`config.mk`:
```
export PLATFORM = sky130hd
export DESIGN_NAME = au_dec_pipe_flat
export DESIGN_NICKNAME = d
export VERILOG_FILES = /design/src/rtl/au_dec_pipe_if.sv /design/src/rtl/au_dec_pipe.sv /design/src/flat_wrapper.sv
export SDC_FILE = /design/constraint.sdc
export NUM_CORES = 1
export LEC_CHECK = 0
export BUFFER_PORTS_ARGS = -buffer_cell sky130_fd_sc_hd__buf_2
export CAP_MARGIN = 20
export CORE_MARGIN = 8
export CORE_UTILIZATION = 31
export CTS_CLUSTER_SIZE = 16
export DETAILED_ROUTE_END_ITERATION = 8
export PLACE_DENSITY = 0.57
export SETUP_SLACK_MARGIN = 0.1
export SKIP_CTS_REPAIR_TIMING = 1
export SYNTH_ARGS = -nofsm -noshare
export SYNTH_HDL_FRONTEND = slang
export SYNTH_SLANG_ARGS = --single-unit
```
`constraint.sdc`:
```
create_clock -name clk -period 1.7 [get_ports clk]
set_input_delay 0.17 -clock clk [delete_from_list [all_inputs] [get_ports clk]]
set_output_delay 0.17 -clock clk [all_outputs]
set_load 0.01 [all_outputs]
```
`src/rtl/au_dec_pipe_if.sv`:
```
// Handshake bundle for au_dec_pipe: operand stream in, decrement result stream out.
// The borrow signal exists only when AU_DEC_BORROW_EN is defined.
interface au_dec_pipe_if #(
  parameter int WIDTH = 8
);
  logic             s_valid;
  logic             s_ready;
  logic [WIDTH-1:0] a;
  logic             m_valid;
  logic             m_ready;
  logic [WIDTH-1:0] z;
`ifdef AU_DEC_BORROW_EN
  logic             borrow;

  modport slave  (input  s_valid, a, m_ready, output s_ready, m_valid, z, borrow);
  modport master (output s_valid, a, m_ready, input  s_ready, m_valid, z, borrow);
`else
  modport slave  (input  s_valid, a, m_ready, output s_ready, m_valid, z);
  modport master (output s_valid, a, m_ready, input  s_ready, m_valid, z);
`endif
endinterface

```
`src/rtl/au_dec_pipe.sv`:
```
// Two-stage pipelined decrementer z = a - 1 built from a prefix AND of ~a.
// Optional macro AU_DEC_BORROW_EN adds a registered borrow flag (operand was zero).
module au_dec_pipe #(
  parameter int WIDTH = 8,
  parameter int ARCH  = 0
) (
  input  logic         clk,
  input  logic         rst_n,
  au_dec_pipe_if.slave bus
);

  // bp[i] = &n[i:0]; ARCH 1 is Sklansky, ARCH 2 is Kogge-Stone, anything else ripples.
  function automatic logic [WIDTH-1:0] prefix_and(input logic [WIDTH-1:0] n);
    logic [WIDTH-1:0] x;
    x = n;
    case (ARCH)
      1: begin
        for (int l = 0; (32'd1 << l) < WIDTH; l++) begin
          for (int i = 0; i < WIDTH; i++) begin
            if (((i >> l) & 32'd1) == 32'd1) x[i] = x[i] & x[((i >> l) << l) - 32'd1];
            else                             x[i] = x[i];
          end
        end
      end
      2: begin
        for (int l = 0; (32'd1 << l) < WIDTH; l++) begin
          for (int i = WIDTH - 1; i >= 0; i--) begin
            if (i >= (32'd1 << l)) x[i] = x[i] & x[i - (32'd1 << l)];
            else                   x[i] = x[i];
          end
        end
      end
      default: begin
        for (int i = 1; i < WIDTH; i++) x[i] = x[i] & x[i-1];
      end
    endcase
    return x;
  endfunction

  logic             v1_q, v1_d, v2_q, v2_d;
  logic [WIDTH-1:0] a1_q, a1_d, mask1_q, mask1_d, z_q, z_d;
  logic [WIDTH-1:0] mask_s;
  logic             adv2_s, load_s;

`ifdef AU_DEC_BORROW_EN
  logic [WIDTH-1:0] bp_s;
  logic             brw1_q, brw1_d, brw_q, brw_d;

  assign bp_s   = prefix_and(~bus.a);
  assign mask_s = (bp_s << 32'd1) | WIDTH'(1'b1);
`else
  // Shifting drops bp[WIDTH-1]; WIDTH==1 degenerates to mask=1, z=~a.
  assign mask_s = (prefix_and(~bus.a) << 32'd1) | WIDTH'(1'b1);
`endif

  always_comb begin
    adv2_s  = ~v2_q | bus.m_ready;
    load_s  = bus.s_valid & (~v1_q | adv2_s);
    a1_d    = a1_q;
    mask1_d = mask1_q;
    z_d     = z_q;
`ifdef AU_DEC_BORROW_EN
    brw1_d  = brw1_q;
    brw_d   = brw_q;
`endif
    if (load_s) begin
      v1_d    = 1'b1;
      a1_d    = bus.a;
      mask1_d = mask_s;
`ifdef AU_DEC_BORROW_EN
      brw1_d  = bp_s[WIDTH-1];
`endif
    end else if (adv2_s) begin
      v1_d = 1'b0;
    end else begin
      v1_d = v1_q;
    end
    if (adv2_s) begin
      v2_d = v1_q;
      if (v1_q) begin
        z_d   = a1_q ^ mask1_q;
`ifdef AU_DEC_BORROW_EN
        brw_d = brw1_q;
`endif
      end else begin
        z_d = z_q;
      end
    end else begin
      v2_d = v2_q;
    end
  end

  always_ff @(posedge clk) begin
    if (!rst_n) begin
      v1_q    <= 1'b0;
      v2_q    <= 1'b0;
      a1_q    <= '0;
      mask1_q <= '0;
      z_q     <= '0;
`ifdef AU_DEC_BORROW_EN
      brw1_q  <= 1'b0;
      brw_q   <= 1'b0;
`endif
    end else begin
      v1_q    <= v1_d;
      v2_q    <= v2_d;
      a1_q    <= a1_d;
      mask1_q <= mask1_d;
      z_q     <= z_d;
`ifdef AU_DEC_BORROW_EN
      brw1_q  <= brw1_d;
      brw_q   <= brw_d;
`endif
    end
  end

  assign bus.s_ready = ~v1_q | ~v2_q | bus.m_ready;
  assign bus.m_valid = v2_q;
  assign bus.z       = z_q;
`ifdef AU_DEC_BORROW_EN
  assign bus.borrow  = brw_q;
`endif

endmodule
```
`src/flat_wrapper.sv`:
```
// flat-port wrapper written by rule: the top's interface ports become plain ports
module au_dec_pipe_flat 
#(
  parameter int WIDTH = 8,
  parameter int ARCH  = 0
)
  (clk, rst_n, bus_s_valid, bus_a, bus_m_ready, bus_s_ready, bus_m_valid, bus_z);
  au_dec_pipe_if #(.WIDTH(WIDTH)) bus_i ();
  input  logic clk;
  input  logic rst_n;
  input wire logic [$bits(bus_i.s_valid)-1:0] bus_s_valid;
  input wire logic [$bits(bus_i.a)-1:0] bus_a;
  input wire logic [$bits(bus_i.m_ready)-1:0] bus_m_ready;
  output wire logic [$bits(bus_i.s_ready)-1:0] bus_s_ready;
  output wire logic [$bits(bus_i.m_valid)-1:0] bus_m_valid;
  output wire logic [$bits(bus_i.z)-1:0] bus_z;
  assign bus_i.s_valid = bus_s_valid;
  assign bus_i.a = bus_a;
  assign bus_i.m_ready = bus_m_ready;
  assign bus_s_ready = bus_i.s_ready;
  assign bus_m_valid = bus_i.m_valid;
  assign bus_z = bus_i.z;
  au_dec_pipe #(.WIDTH(WIDTH), .ARCH(ARCH)) u_core (.clk(clk), .rst_n(rst_n), .bus(bus_i));
endmodule
```
==> results of run 1 <==
## flip-flops by register name, indices dropped and copies added, names as in the netlist
signal              flops
u_core.bus.z            8
u_core.mask1_q          8
u_core.bus.m_valid      1
u_core.a1_q             8
u_core.v1_q             1
## power by group
part / internal (uW) / switching, uW / leakage, uW
registers: 642 / 18.0 / 0.000214
clock network: 238 / 176 / 0.0000279
logic: 67.4 / 90.9 / 0.000257
## final cells by class
class	instances	share of cell area, %
Tap cell	48	4.53
Multi-Input combinational cell	76	39.0
Clock inverter	1	2.26
Clock buffer	3	1.70
Sequential cell	26	39.2
Timing Repair Buffer	28	11.9
Inverter	4	1.42
## worst max-delay path, cell delays in order, from the launching register on
cell and delay [ns]:
dfxtp_1 0.37, and3b_4 0.31, clkinvlp_4 0.18, buf_2 0.17
## cells in the mapped netlist, types with 2 or more instances
| cell type | n |
|---|---|
| buf_6 | 2 |
| inv_1 | 3 |
| a21oi_1 | 20 |
| o21ai_0 | 11 |
| nand2_1 | 4 |
| buf_2 | 4 |
| nand3_1 | 9 |
| dfxtp_1 | 26 |
| xnor2_1 | 8 |
| a211oi_2 | 8 |
## metrics by stage
stage / instance area (um^2) / worst slack, ns / power (uW) / hold WS [ns]
2_1_floorplan: 1120 / 0.602 / 782 / 0.271
3_3_place_gp: 1240 / 0.427 / 824 / 0.386
3_5_place_dp: 1240 / 0.332 / 830 / 0.402
4_1_cts: 1290 / 0.137 / 1250 / 0.0435
5_1_grt: 1330 / 0.113 / 1300 / 0.0377
6_report: 1330 / 0.182 / 1230 / 0.0603
## routing by layer
layer / global-route usage, % / vias to the layer above / share of wire, %
met4: 2.31 / 0 / 0.44
met5: 0 / - / 0
met3: 2.12 / 2 / 4.3
li1: - / 461 / -
met2: 13.3 / 27 / 45
met1: 11.7 / 442 / 50
## logic make-up after synthesis
group	Yosys count	share of synthesized area, %
XOR/XNOR	8	6.23
flip-flops	26	46.3
buffers and inverters	14	7.79
AND/OR/NAND/NOR	23	11.9
AO/OA/AOI/OAI	44	26.9
multiplexers	1	0.890
## path summary, 6_finish.rpt
path	start	end	slack [ns]	depth (start not counted)
worst max register to register	u_core.bus.m_valid	u_core.mask1_q[5]	0.30	5
worst max-delay path	u_core.bus.m_valid	bus_s_ready	0.18	3
worst min register to register	u_core.mask1_q[4]	u_core.mask1_q[4]	0.48	2
worst min-delay path	bus_a[6]	u_core.mask1_q[7]	0.06	2
==> impl_metrics.prom, run 1 <==
# TYPE chip_impl_metric gauge
chip_impl_metric{name="floorplan.die.height",unit="um"} 76.2
chip_impl_metric{name="timing.fmax",unit="MHz"} 659
chip_impl_metric{name="die_x",unit="um"} 76.2
chip_impl_metric{name="critical_path_arrival",unit="ns"} 1.35
chip_impl_metric{name="nets_final",unit=""} 151
chip_impl_metric{name="cellPowerDensity",unit="nW/um^2"} 929
chip_impl_info{name="grt_setup_unrepaired",value="false"} 1
chip_impl_metric{name="global_route_wire_length_before_repair",unit="um"} 4320
chip_impl_info{name="layout.cells.most_common",value="dfxtp_1"} 1
chip_impl_metric{name="num_io_pins",unit=""} 22
chip_impl_metric{name="wirelength_routed",unit="um"} 2520
chip_impl_metric{name="dp_hpwl",unit="um"} 1850
chip_impl_metric{name="drt_drc_violations_left",unit=""} 0
chip_impl_metric{name="max-cap-violations",unit=""} 0
chip_impl_metric{name="syn_inst",unit=""} 116
chip_impl_metric{name="number_of_flops_mapped_to_enable_cells_by_yosys",unit=""} 0
chip_impl_info{name="tritoncts",value="yes"} 1
chip_impl_metric{name="clk_pin_slew_worst_paths",unit="ns"} 0.14
chip_impl_metric{name="highest_fanout_seen_on_the_critical_path",unit=""} 15
chip_impl_metric{name="port_buffers",unit=""} 21
chip_impl_metric{name="antenna_found_initial",unit=""} 0
chip_impl_metric{name="timing.final.setup_violations",unit=""} 0
chip_impl_metric{name="drt-initial-drc-count",unit=""} 60
chip_impl_metric{name="n_fill_cell",unit=""} 390
chip_impl_metric{name="cts.path.max_buffers",unit=""} 2
chip_impl_metric{name="num_rows",unit=""} 22
chip_impl_metric{name="global_route.usage.total",unit="%"} 8.64
chip_impl_metric{name="end_of_flow_core_utilization",unit="%"} 37.1
chip_impl_metric{name="final_max_slew_viol_count",unit=""} 0
chip_impl_metric{name="start_util",unit="%"} 31.4
chip_impl_metric{name="via_per_inst",unit=""} 5.01
chip_impl_metric{name="drt_pass1_iterations",unit=""} 4
chip_impl_info{name="clock_tree.root_cell",value="clkbuf_4"} 1
chip_impl_metric{name="worst_ep_required_time",unit="ns"} 1.53
chip_impl_metric{name="leakage",unit="uW"} 0.000499
chip_impl_metric{name="wl_per_cell",unit="um"} 13.5
chip_impl_info{name="worst_hold_path_class",value="input port to flop"} 1
chip_impl_metric{name="multiInputGateArea",unit="um^2"} 517
chip_impl_info{name="status",value="finished clean"} 1
chip_impl_info{name="final_cell_mix",value="dfxtp_1, buf_2, a21oi_1"} 1
chip_impl_metric{name="tritoncts_num_sinks",unit=""} 26
chip_impl_metric{name="core_area",unit="um^2"} 3580
chip_impl_info{name="critical_path.startpoint_type",value="flop"} 1
chip_impl_metric{name="power.ir.vdd_worst",unit="uV"} 264
chip_impl_metric{name="gp_routability_congestion",unit=""} 0.840
chip_impl_metric{name="grt_pass1_vias",unit=""} 938
chip_impl_info{name="postSynth.topFlopCell",value="dfxtp_1"} 1
chip_impl_info{name="crit_path_end_kind",value="output port"} 1
chip_impl_metric{name="clk-insertion-delay-late",unit="ns"} 0.31
chip_impl_metric{name="register_area",unit="um^2"} 520
chip_impl_metric{name="numPlacedInstances",unit=""} 178
chip_impl_metric{name="timing.final.crit_share",unit="%"} 89.3
chip_impl_metric{name="maximum_number_of_pins_on_one_net_before_global_route_repair",unit=""} 16
chip_impl_metric{name="yosys_register_bits",unit=""} 26
chip_impl_metric{name="cts-buffers-inserted",unit=""} 3
chip_impl_metric{name="setup_total_negative_slack",unit="ns"} 0
chip_impl_metric{name="dieArea",unit="um^2"} 5810
chip_impl_metric{name="yosys_warning_total",unit=""} 0
chip_impl_metric{name="synthToLayoutAreaGrowth",unit="%"} 17.9
chip_impl_metric{name="vias",unit=""} 932
chip_impl_metric{name="seq_area_frac_synth",unit="%"} 46.3
chip_impl_metric{name="post_route_cells_drive_above_1_share",unit="%"} 32.6
chip_impl_metric{name="maxSlewHeadroom",unit="%"} 69.6
chip_impl_metric{name="tightest_slew",unit="ns"} 0.456
chip_impl_metric{name="syn_avg_cell_area",unit="um^2"} 9.70
chip_impl_metric{name="final.setup_skew",unit="ns"} 0.00765
chip_impl_info{name="synth_top_area_cell",value="dfxtp_1"} 1
chip_impl_metric{name="antennaDiodeCount",unit=""} 0
chip_impl_metric{name="clock_tree.htree_level_count",unit=""} 1
chip_impl_info{name="ys_top_cells_by_area",value="dfxtp_1, a211oi_2, a21oi_1"} 1
chip_impl_metric{name="async_reset_ff_share",unit="%"} 0
chip_impl_metric{name="synth_cell_type_count",unit=""} 31
chip_impl_metric{name="synth_largest_type_area_fraction",unit="%"} 46.3
chip_impl_metric{name="synth_nets",unit=""} 128
chip_impl_metric{name="drtAntennaViolNets",unit=""} 0
chip_impl_info{name="criticalPathCategory",value="flop to output port"} 1
chip_impl_metric{name="post_synth_instance_area",unit="um^2"} 1120
chip_impl_metric{name="post_route_minimum_period",unit="ns"} 1.52
chip_impl_metric{name="finalHoldViolCount",unit=""} 0
chip_impl_metric{name="finish.cell_count_without_fillers",unit=""} 186
chip_impl_metric{name="global_route.overflow_total",unit=""} 0
No activity file was read; power rests on OpenSTA's default activity.
==> inputs of run 2 (changes only) <==
- ABC_AREA: default -> 1
- PLACE_DENSITY: 0.57 -> 0.58
==> impl_metrics.prom, run 2 <==
# TYPE chip_impl_metric gauge
chip_impl_metric{name="gr-usage-met1",unit="%"} 9.47
chip_impl_metric{name="max-cap-violations",unit=""} 0
chip_impl_metric{name="clk_pin_slew_worst_paths",unit="ns"} 0.13
chip_impl_metric{name="clock_tree.htree_level_count",unit=""} 1
chip_impl_metric{name="die_x",unit="um"} 72.7
chip_impl_metric{name="worstPathBufferInverterCount",unit=""} 1
chip_impl_metric{name="critical_path_arrival",unit="ns"} 1.04
chip_impl_metric{name="grtUsageMet3",unit="%"} 2.61
chip_impl_info{name="critical_path.startpoint",value="u_core.bus.m_valid"} 1
chip_impl_metric{name="global_route.overflow_total",unit=""} 0
chip_impl_info{name="status",value="finished clean"} 1
chip_impl_metric{name="final_cell_area",unit="um^2"} 1160
chip_impl_metric{name="cts-buffers-inserted",unit=""} 3
chip_impl_metric{name="dieArea",unit="um^2"} 5290
chip_impl_info{name="grt_setup_unrepaired",value="false"} 1
chip_impl_metric{name="via_per_inst",unit=""} 4.48
chip_impl_metric{name="async_reset_ff_share",unit="%"} 0
chip_impl_metric{name="wl_per_cell",unit="um"} 11.1
chip_impl_metric{name="min_delay_path_depth",unit=""} 3
chip_impl_metric{name="slowest_delay",unit="ns"} 0.43
chip_impl_info{name="layout.cells.most_common",value="dfxtp_1"} 1
chip_impl_metric{name="floorplan.die.height",unit="um"} 72.7
chip_impl_metric{name="numPlacedInstances",unit=""} 178
chip_impl_metric{name="cts.path.max_buffers",unit=""} 2
chip_impl_metric{name="leakage",unit="uW"} 0.000472
chip_impl_info{name="clock_tree.root_cell",value="clkbuf_4"} 1
chip_impl_metric{name="num_io_pins",unit=""} 22
chip_impl_metric{name="global_route.usage.total",unit="%"} 8.30
chip_impl_info{name="critPathTopFamily",value="flip-flops"} 1
chip_impl_metric{name="highest_fanout_seen_on_the_critical_path",unit=""} 4
chip_impl_info{name="post_synth_most_frequent_cells",value="dfxtp_1, nor2_1, a21oi_1, nand2_1"} 1
chip_impl_metric{name="power.ir.vdd_worst",unit="uV"} 221
chip_impl_metric{name="worstSetupPathDepth",unit=""} 2
chip_impl_metric{name="finalHoldViolCount",unit=""} 0
chip_impl_metric{name="drt_drc_violations_left",unit=""} 0
chip_impl_metric{name="drt_pass1_iterations",unit=""} 4
chip_impl_info{name="timing.critical_path.to",value="bus_s_ready"} 1
chip_impl_metric{name="finish.cell_count_without_fillers",unit=""} 181
chip_impl_metric{name="grt_pass1_vias",unit=""} 781
chip_impl_info{name="timing.rr.start",value="u_core.bus.m_valid"} 1
chip_impl_info{name="tritoncts",value="yes"} 1
chip_impl_metric{name="syn_avg_cell_area",unit="um^2"} 8.67
chip_impl_info{name="worst_hold_path_class",value="input port to flop"} 1
chip_impl_metric{name="port_buffers",unit=""} 21
chip_impl_info{name="most_used_routing_layer",value="met2"} 1
chip_impl_metric{name="yosys_register_bits",unit=""} 26
chip_impl_info{name="final_cell_mix",value="dfxtp_1, buf_2, nor2_1"} 1
chip_impl_metric{name="core_area",unit="um^2"} 3050
chip_impl_metric{name="tightest_slew",unit="ns"} 0.266
chip_impl_metric{name="dp_hpwl",unit="um"} 1500
chip_impl_metric{name="gp_routability_congestion",unit=""} 0.755
chip_impl_metric{name="antennaDiodeCount",unit=""} 0
chip_impl_metric{name="synth_cell_type_count",unit=""} 17
chip_impl_metric{name="nets_final",unit=""} 151
chip_impl_metric{name="antenna_found_initial",unit=""} 0
chip_impl_metric{name="vias",unit=""} 810
chip_impl_info{name="criticalPathCategory",value="flop to output port"} 1
chip_impl_metric{name="seq_area_frac_synth",unit="%"} 52.2
chip_impl_info{name="critical_path.startpoint_type",value="flop"} 1
chip_impl_metric{name="tritoncts_num_sinks",unit=""} 26
chip_impl_info{name="crit_path_end_kind",value="output port"} 1
chip_impl_metric{name="synthToLayoutAreaGrowth",unit="%"} 16.1
chip_impl_metric{name="clk-insertion-delay-late",unit="ns"} 0.31
chip_impl_metric{name="worst_ep_required_time",unit="ns"} 1.53
chip_impl_metric{name="synth_largest_type_area_fraction",unit="%"} 52.2
chip_impl_metric{name="final_max_slew_viol_count",unit=""} 0
chip_impl_metric{name="num_rows",unit=""} 20
chip_impl_metric{name="global_route_wire_length_before_repair",unit="um"} 3420
chip_impl_metric{name="wirelength_routed",unit="um"} 2020
chip_impl_metric{name="final.setup_skew",unit="ns"} 0.00386
chip_impl_metric{name="maximum_number_of_pins_on_one_net_before_global_route_repair",unit=""} 17
chip_impl_info{name="min-delay-start",value="bus_a[7]"} 1
chip_impl_metric{name="timing.fmax",unit="MHz"} 825
chip_impl_metric{name="maxSlewHeadroom",unit="%"} 82.2
chip_impl_metric{name="cellPowerDensity",unit="nW/um^2"} 919
chip_impl_metric{name="post_synth_instance_area",unit="um^2"} 997
chip_impl_info{name="cp_cell_sequence",value="nand3_2, buf_2"} 1
chip_impl_metric{name="syn_inst",unit=""} 115
chip_impl_info{name="synth_top_area_cell",value="dfxtp_1"} 1
chip_impl_info{name="timing.rr.end",value="u_core.a1_q[3]"} 1
chip_impl_metric{name="drtAntennaViolNets",unit=""} 0
chip_impl_info{name="postSynth.topFlopCell",value="dfxtp_1"} 1
chip_impl_metric{name="setup_total_negative_slack",unit="ns"} 0
chip_impl_metric{name="globalRouteMet2Util",unit="%"} 12.7
chip_impl_metric{name="dpl-instance-area",unit="um^2"} 1130
chip_impl_info{name="yosys.cell_count.top_type",value="dfxtp_1"} 1
chip_impl_metric{name="timing.reg2reg.worst_path_depth",unit=""} 5
chip_impl_info{name="ys_top_cells_by_area",value="dfxtp_1, a21oi_1, nor2_1"} 1
chip_impl_metric{name="start_util",unit="%"} 32.7
chip_impl_metric{name="reg2reg_setup_slack",unit="ns"} 0.50
chip_impl_metric{name="number_of_flops_mapped_to_enable_cells_by_yosys",unit=""} 0
chip_impl_metric{name="end_of_flow_core_utilization",unit="%"} 37.9
chip_impl_info{name="worst_path_max_delay_cell",value="dfxtp_1"} 1
chip_impl_metric{name="drt-initial-drc-count",unit=""} 29
chip_impl_metric{name="synth_nets",unit=""} 127
chip_impl_metric{name="yosys_warning_total",unit=""} 0
chip_impl_metric{name="timing.final.crit_share",unit="%"} 71.3
chip_impl_metric{name="post_route_minimum_period",unit="ns"} 1.21
chip_impl_metric{name="post_route_cells_drive_above_1_share",unit="%"} 24.8
chip_impl_metric{name="timing.final.setup_violations",unit=""} 0
==> run 2: worst reg2reg max path: stages, from the launching register on <==
cell,delay [ns]
dfxtp_1,0.43
nand3_2,0.14
nand2_4,0.17
inv_2,0.16
o21ai_1,0.18
a21oi_2,0.04
==> run 2: power by group <==
part,leakage (uW),internal [uW],switching (uW),total (uW)
clock,0.0000138,82.9,173,256
combinational,0.000244,60.1,79.2,139
sequential,0.000214,647,21.6,668
total,0.000472,790,274,1060
==> run 2: how the worst min path moves through the flow <==
stage,endpoint,slack [ns]
5_1_grt,u_core.a1_q[3],0.09
3_5_place_dp,u_core.a1_q[7],0.43
4_1_cts,u_core.a1_q[7],0.08
6_report,u_core.a1_q[7],0.09
3_3_place_gp,u_core.a1_q[7],0.42
2_1_floorplan,u_core.bus.z[0],0.31
==> run 2: cell families after synthesis <==
| group | count (synthesis) | synth area share (%) |
|---|---|---|
| compound gates | 36 | 19.6 |
| xor+xnor | 8 | 7.03 |
| buf+inv | 11 | 6.40 |
| flops | 26 | 52.2 |
| simple gates | 34 | 14.8 |
==> run 2: through the flow <==
step / total power, uW / hold slack (ns) / setup WS, ns
2_1_floorplan: 777 / 0.308 / 0.575
3_3_place_gp: 820 / 0.423 / 0.569
3_5_place_dp: 823 / 0.426 / 0.508
4_1_cts: 1080 / 0.0848 / 0.465
5_1_grt: 1120 / 0.0933 / 0.386
6_report: 1060 / 0.0908 / 0.488
==> run 2: final cells by class <==
type,instances,area [um^2]
clock buffers,3,22.5
repair buffers,23,120
fillers,348,1900
multi-input cells,78,413
inverters,7,26.3
flip-flops and latches,26,520
well taps,44,55.1
==> run 2: per-layer routing <==
layer | wire, um | vias to the layer above
met5 | 0 | -
met4 | 37 | 0
met3 | 131 | 2
met2 | 884 | 14
met1 | 961 | 373
li1 | - | 421
